**config.mk**
```make
export PLATFORM = sky130hd
export DESIGN_NAME = rx_drain_ctrl
export DESIGN_NICKNAME = d
export VERILOG_FILES = /design/src/rtl/rx_drain_ctrl.sv
export SDC_FILE = /design/constraint.sdc
export NUM_CORES = 1
export LEC_CHECK = 0
export CAP_MARGIN = 5
export CORE_MARGIN = 1
export CORE_UTILIZATION = 46
export CTS_CLUSTER_SIZE = 10
export DETAILED_ROUTE_END_ITERATION = 6
export HOLD_SLACK_MARGIN = 0.03
export PLACE_DENSITY = 0.74
export SYNTH_ARGS = -nofsm -noshare
export SYNTH_HDL_FRONTEND = slang
export SYNTH_SLANG_ARGS = --single-unit
export TNS_END_PERCENT = 30
```
**constraint.sdc**
```tcl
create_clock -name rx_clk -period 5.3 [get_ports rx_clk]
set_clock_uncertainty 0.2 [all_clocks]
set_input_delay 0.53 -clock rx_clk [delete_from_list [all_inputs] [get_ports rx_clk]]
set_output_delay 0.53 -clock rx_clk [all_outputs]
set_load 0.05 [all_outputs]
```
**src/rtl/rx_drain_ctrl.sv**
```systemverilog
`timescale 1ns/1ps
// Read-side drain controller for the UART receiver: pops bytes from the rx FIFO,
// packs them little-endian into a word and hands the word to a host over valid/ready.
module rx_drain_ctrl #(
    parameter int BPW         = 4,
    parameter int TIMEOUT_CYC = 64,
    parameter int TMO_W       = 7
) (
    input  logic        rx_clk,
    input  logic        rst,
    input  logic        ctrl_en,
    input  logic        flush,
    input  logic        rx_empty,
    input  logic [7:0]  rx_data_out,
    output logic        rx_en,
    output logic        rx_req,
    output logic [31:0] word_data,
    output logic [2:0]  word_bytes,
    output logic        word_valid,
    input  logic        word_ready,
    output logic        timeout_flag,
    output logic        busy
);

    typedef enum logic [1:0] {
        IDLE = 2'd0,
        POP  = 2'd1,
        CAPT = 2'd2,
        EMIT = 2'd3
    } state_t;

    localparam logic [2:0]       BPW_C    = 3'(BPW);
    localparam bit               TMO_ON   = (TIMEOUT_CYC != 0);
    localparam logic [TMO_W-1:0] TMO_LAST = TMO_W'((TIMEOUT_CYC == 0) ? 0 : TIMEOUT_CYC - 1);
    localparam logic [TMO_W-1:0] TMO_MAX  = '1;

    state_t           state, state_nx;
    logic [2:0]       cnt, cnt_nx;
    logic [TMO_W-1:0] tmo, tmo_nx;
    logic [31:0]      data_nx;
    logic             tflag_nx;

    // The byte count doubles as the reported word length; it is held stable through EMIT.
    assign word_bytes = cnt;

    always_comb begin
        // NOTE: every signal gets a default first so no path leaves it unassigned (no latches).
        state_nx = state;
        cnt_nx   = cnt;
        tmo_nx   = tmo;
        data_nx  = word_data;
        tflag_nx = timeout_flag;

        unique case (state)
            IDLE: begin
                if (cnt != 3'd0 && flush) begin
                    state_nx = EMIT;
                    tflag_nx = 1'b0;
                end else if (cnt != 3'd0 && TMO_ON && tmo == TMO_LAST) begin
                    state_nx = EMIT;
                    tflag_nx = 1'b1;
                end else if (ctrl_en && !rx_empty) begin
                    state_nx = POP;
                end else if (cnt != 3'd0 && tmo != TMO_MAX) begin
                    tmo_nx = tmo + 1'b1;
                end
            end
            POP: begin
                state_nx = CAPT;
            end
            CAPT: begin
                // FIFO read data is valid here, one cycle after the pop strobe.
                data_nx[{cnt[1:0], 3'b000} +: 8] = rx_data_out;
                cnt_nx   = cnt + 3'd1;
                tmo_nx   = '0;
                tflag_nx = 1'b0;
                state_nx = (cnt_nx == BPW_C) ? EMIT : IDLE;
            end
            EMIT: begin
                if (word_ready) begin
                    state_nx = IDLE;
                    cnt_nx   = 3'd0;
                    tmo_nx   = '0;
                    data_nx  = '0;
                    tflag_nx = 1'b0;
                end
            end
            default: state_nx = IDLE;
        endcase
    end

    // Outputs are registered from the next-state values so they line up with the state.
    always_ff @(posedge rx_clk or negedge rst) begin
        if (!rst) begin
            state        <= IDLE;
            cnt          <= 3'd0;
            tmo          <= '0;
            word_data    <= '0;
            timeout_flag <= 1'b0;
            rx_en        <= 1'b0;
            rx_req       <= 1'b0;
            word_valid   <= 1'b0;
            busy         <= 1'b0;
        end else begin
            // NOTE: non-blocking assignments keep every flop sampling pre-edge values.
            state        <= state_nx;
            cnt          <= cnt_nx;
            tmo          <= tmo_nx;
            word_data    <= data_nx;
            timeout_flag <= tflag_nx;
            rx_en        <= ctrl_en;
            rx_req       <= (state_nx == POP);
            word_valid   <= (state_nx == EMIT);
            busy         <= (state_nx != IDLE) || (cnt_nx != 3'd0);
        end
    end

endmodule
```
Yosys cells after proc, flatten, opt, wreduce, memory -nomap -nowiden. Cells that the tools add are included.

Register bits: 49. Output and inout bits: 40.

Add/subtract/negate cells: 3. Equal/unequal tests: 14. Shift operators: 2. Mux-type cells: 21. Reduce and logical (&&, ||, !) cells: 15.

Operator list (count): 32-bit case mux with 2 select lines (1); 7-bit 2-to-1 mux (5); 32-bit bitwise mux (1); 32-bit 2-to-1 mux (1); 8-bit by 7-bit variable shift with 32-bit output (first input constant) (1); 8-bit by 7-bit variable part select with 32-bit output (1); 7-bit case mux with 3 select lines (1); 2-bit 2-to-1 mux (5); 2-bit != test (second input constant) (5); 3-bit nonzero test (3); 2-bit case mux with 4 select lines (1); 7-bit by 1-bit adder with 7-bit output (second input constant) (1); 7-bit by 6-bit equality test with 1-bit output (second input constant) (1); 7-bit != test (second input constant) (1); 5-bit negation with 7-bit output (1); 2-bit equality test (second input constant) (3); 3-bit case mux with 2 select lines (1); 6-bit AND reduction (1); 2-bit by 1-bit equality test with 1-bit output (second input constant) (2); 1-bit logical AND (4); 2-bit nonzero test (2); 3-bit by 1-bit adder with 3-bit output (second input constant) (1); 3-bit equality test (second input constant) (1); 1-bit 2-to-1 mux (3); other kinds (8) (8).

Longest topological paths before layout.
Depth in word-level cells: 8. Mapped depth: 6. Gate-level depth less buffers: 6.

Least setup slack after synthesis. No wires, ideal clock.

Path type: reg-to-reg. From: register cnt[0] (netlist: word_bytes[0]). To: register tmo[0]. Setup time: 0.126 ns. Arrival time: 2.129 ns. Path slack: 2.845 ns. Cell stages (with the launch flop): 7. Clock period less this slack: 2.455 ns. Cells stage by stage: dfrtp_1 -> inv_1 -> ha_1 -> nor2b_1 -> a311o_1 -> a211oi_2 -> a21oi_1.

Longest elaborated chain between the ends: 4. Elaborated cells on any way between the ends: 8. Classes of those cells: 3 x eq/ne; 5 x reduce/logical.

RTL lines: start, declared (line 38) `logic [2:0] cnt, cnt_nx;`; start signal, assigned (line 107) `cnt <= cnt_nx;`; 3-bit nonzero test * (line 56, 59, 64); 1-bit logical AND (on tied branches) (line 64, 56, 59); 2-bit != test (no line); 6-bit AND reduction (no line) *; end signal, assigned (line 108) `tmo <= tmo_nx;`; end, declared (line 39) `logic [TMO_W-1:0] tmo, tmo_nx;`.

Mark *: on every way between the ends. The rest lies on a longest branch, timed or not. A chain may end at the register's enable or synchronous reset.

Worst setup path in the final report.
From: register cnt[0] (netlist: word_bytes[0]). To: output port word_bytes[0].

RTL lines: end, declared (line 18) `output logic [2:0] word_bytes,`.

No word-level cell between the ends.

==> metrics.yaml <==
sta:
  min_period_over_period: 0.473
  tightest_slew_ns: 1.07
  setup_viol_count_final: 0
  hold_ws_ns: 0.216
  finalMaxSlewViolations: 0
  slew_headroom: 0.287
  fin_crit_ns: 2.51
  rsz0062_at_grt: "no"
  fmax_mhz: 399
  hold_violations: 0
  fin_tns_setup_ns: 0
place:
  io_buffers: 53
  dpl.hpwl_mm: 3.72
  placed_cells: 308
  gp_congestion: 0.787
die:
  start_util: 0.489
  die_area_mm2: 0.00544
  die_y_um: 73.8
  dieWidth_um: 73.8
  rows: 25
  ios: 54
  coreArea_mm2: 0.00485
critical_path:
  worstPathBufferInverterCount: 1
  worstSetupEndpointType: "output port"
  worst_path_max_delay_cell: "clkdlybuf4s50_1"
  crit_chain: "clkdlybuf4s50_1"
  cpPeakStageDelay_ns: 0.88
  worstSetupPathType: "flop to output port"
  crit_family: "buffers and inverters"
  cp_max_fo: 11
  critPathLaunchType: "flop"
  worstPathArrival_ns: 1.78
  required_ns: 4.57
clock_tree:
  ctsLongestPathBuffers: 2
  cts.sinks: 49
  cts-resized-gates: 0
  hold_buffers: 0
  cts_setup_buffers: 0
  cts_made_buffers: 5
  cts_htree_levels: 2
  clk-insertion-delay-late_ns: 0.30
  tritoncts: "built"
  path_clk_slew_ns: 0.09
  cts-root-buf: "clkbuf_8"
yosys:
  syn_avg_cell_area_um2: 12.2
  synth_top_area_frac: 0.517
  synthFlopType: "dfrtp_1"
  synthArstFlopShare: 1.00
  netlist_instances: 194
  syn_nets: 216
  ys_ff_latch: 49
  yosysSeqAreaShare: 0.517
  yosys.area.top_type: "dfrtp_1"
  synth_cell_types: 50
  synth_edf_count: 0
  yosysWarnings: 0
  netlist_top_cells_area: "dfrtp_1 52%, a22o_1 12%, ha_1 4.2%"
  netlist_area_mm2: 0.00237
drt:
  viasPerCell: 5.59
  drtIter0Drc: 112
  vias: 1767
  drtPass1Iterations: 4
  wl_per_cell_um: 16.5
  drt_wl_total_mm: 5.21
  drc_errors: 0
  ant_nets: 0
final_layout:
  fin_cells: 316
  antenna_cells: 0
  syn2layout_area_growth_pct: 26.6
  drive_gt1_frac: 0.0964
  fillers: 387
  layout.nets: 270
global_routing:
  antenna_found_initial: 0
  grt_usage: 0.213
  gr-total-overflow: 0
  grt_pass1_vias: 1704
  grt_max_degree: 50
  grt_pass1_wl_mm: 8.71
worst_hold_path:
  hold_path_class: "primary input to async pin"
power_and_ir_drop:
  pwr_density_cell_mw_per_mm2: 545
  max-vdd-ir-drop_mv: 0.282
  p_leak_nw: 1.31
job:
  drv_cap: 0
run_status:
  status: "finished clean"
-- synthesized netlist by cell type (all sizes together) (2+ instances only) --
master / instances
a211oi: 3
nor2b: 7
o21ai: 11
a21o: 2
inv: 9
a31oi: 4
nand4: 4
a31o: 2
a21oi: 6
nand2b: 3
dfrtp: 49
nor3: 3
and3: 3
buf: 5
nand2: 12
and4: 2
nor2: 7
ha: 8
a22o: 32
-- final cells by class --
type	count	area (um2)	area share
clock buffers	5	68.8	0.0229
clock inverters	3	25.0	0.00834
inverters	9	33.8	0.0113
multi-input cells	130	1040	0.345
flip-flops and latches	49	1230	0.409
well taps	67	83.8	0.0280
repair buffers	53	526	0.175
-- cell families after synthesis --
family,Yosys count,synth area share
AO/OA/AOI/OAI,72,0.259
AND/OR/NAND/NOR,50,0.136
flip-flops,49,0.517
buffers and inverters,15,0.0454
adder cells (fa/ha/maj),8,0.0422
-- per-stage QoR --
stage | total power, W | cell area, um2 | utilization | setup WS, ns
2_1_floorplan | 0.00119 | 2370 | - | 2.84
3_3_place_gp | 0.00141 | 2910 | 0.599 | 2.79
3_5_place_dp | 0.00142 | 2910 | 0.599 | 2.75
4_1_cts | 0.00165 | 3000 | 0.619 | 2.78
5_1_grt | 0.00174 | 3000 | 0.619 | 2.70
6_report | 0.00164 | 3000 | 0.619 | 2.79
-- cells in the final DEF (no fill, tap or decap), types with 3 or more instances in the layout --
cell type,count
a31oi_1,4
nor2b_1,7
ha_1,8
inv_1,9
clkbuf_8,5
and3_1,3
nand4_1,4
clkdlybuf4s50_1,52
dfrtp_1,49
nand2b_1,3
o21ai_0,6
a22o_1,32
nand2_1,12
nor2_1,6
a21oi_1,6
-- registers in the layout, summed over array words and instances (netlist names) --
name,count
busy,1
rx_en,1
rx_req,1
state,2
timeout_flag,1
tmo,7
word_bytes,3
word_data,32
word_valid,1
-- power by group --
group          internal, W  switching [W]
logic             0.000300       0.000535
clock network    0.0000954       0.000132
registers         0.000464       0.000110
total             0.000860       0.000776
-- final timing paths --
check                              start       endpoint  slack (ns)  cells past startpoint
setup / recovery           word_bytes[0]  word_bytes[0]        2.79                      1
hold / removal                       rst         rx_req        0.22                      1
setup reg to reg           word_bytes[0]  word_data[26]        2.91                      6
hold reg to reg            word_data[28]  word_data[28]        0.31                      1
max in group asynchronous            rst   word_data[1]        4.03                      1
min in group rx_clk        word_data[28]  word_data[28]        0.31                      1
-- per-layer routing --
layer,vias to the layer above,share of wire,GRT usage
met5,-,0,0
met4,0,0.012,0.0577
met3,5,0.043,0.0398
met2,47,0.45,0.318
met1,868,0.49,0.316
li1,847,-,-
Power figures use the tool's default switching activity.
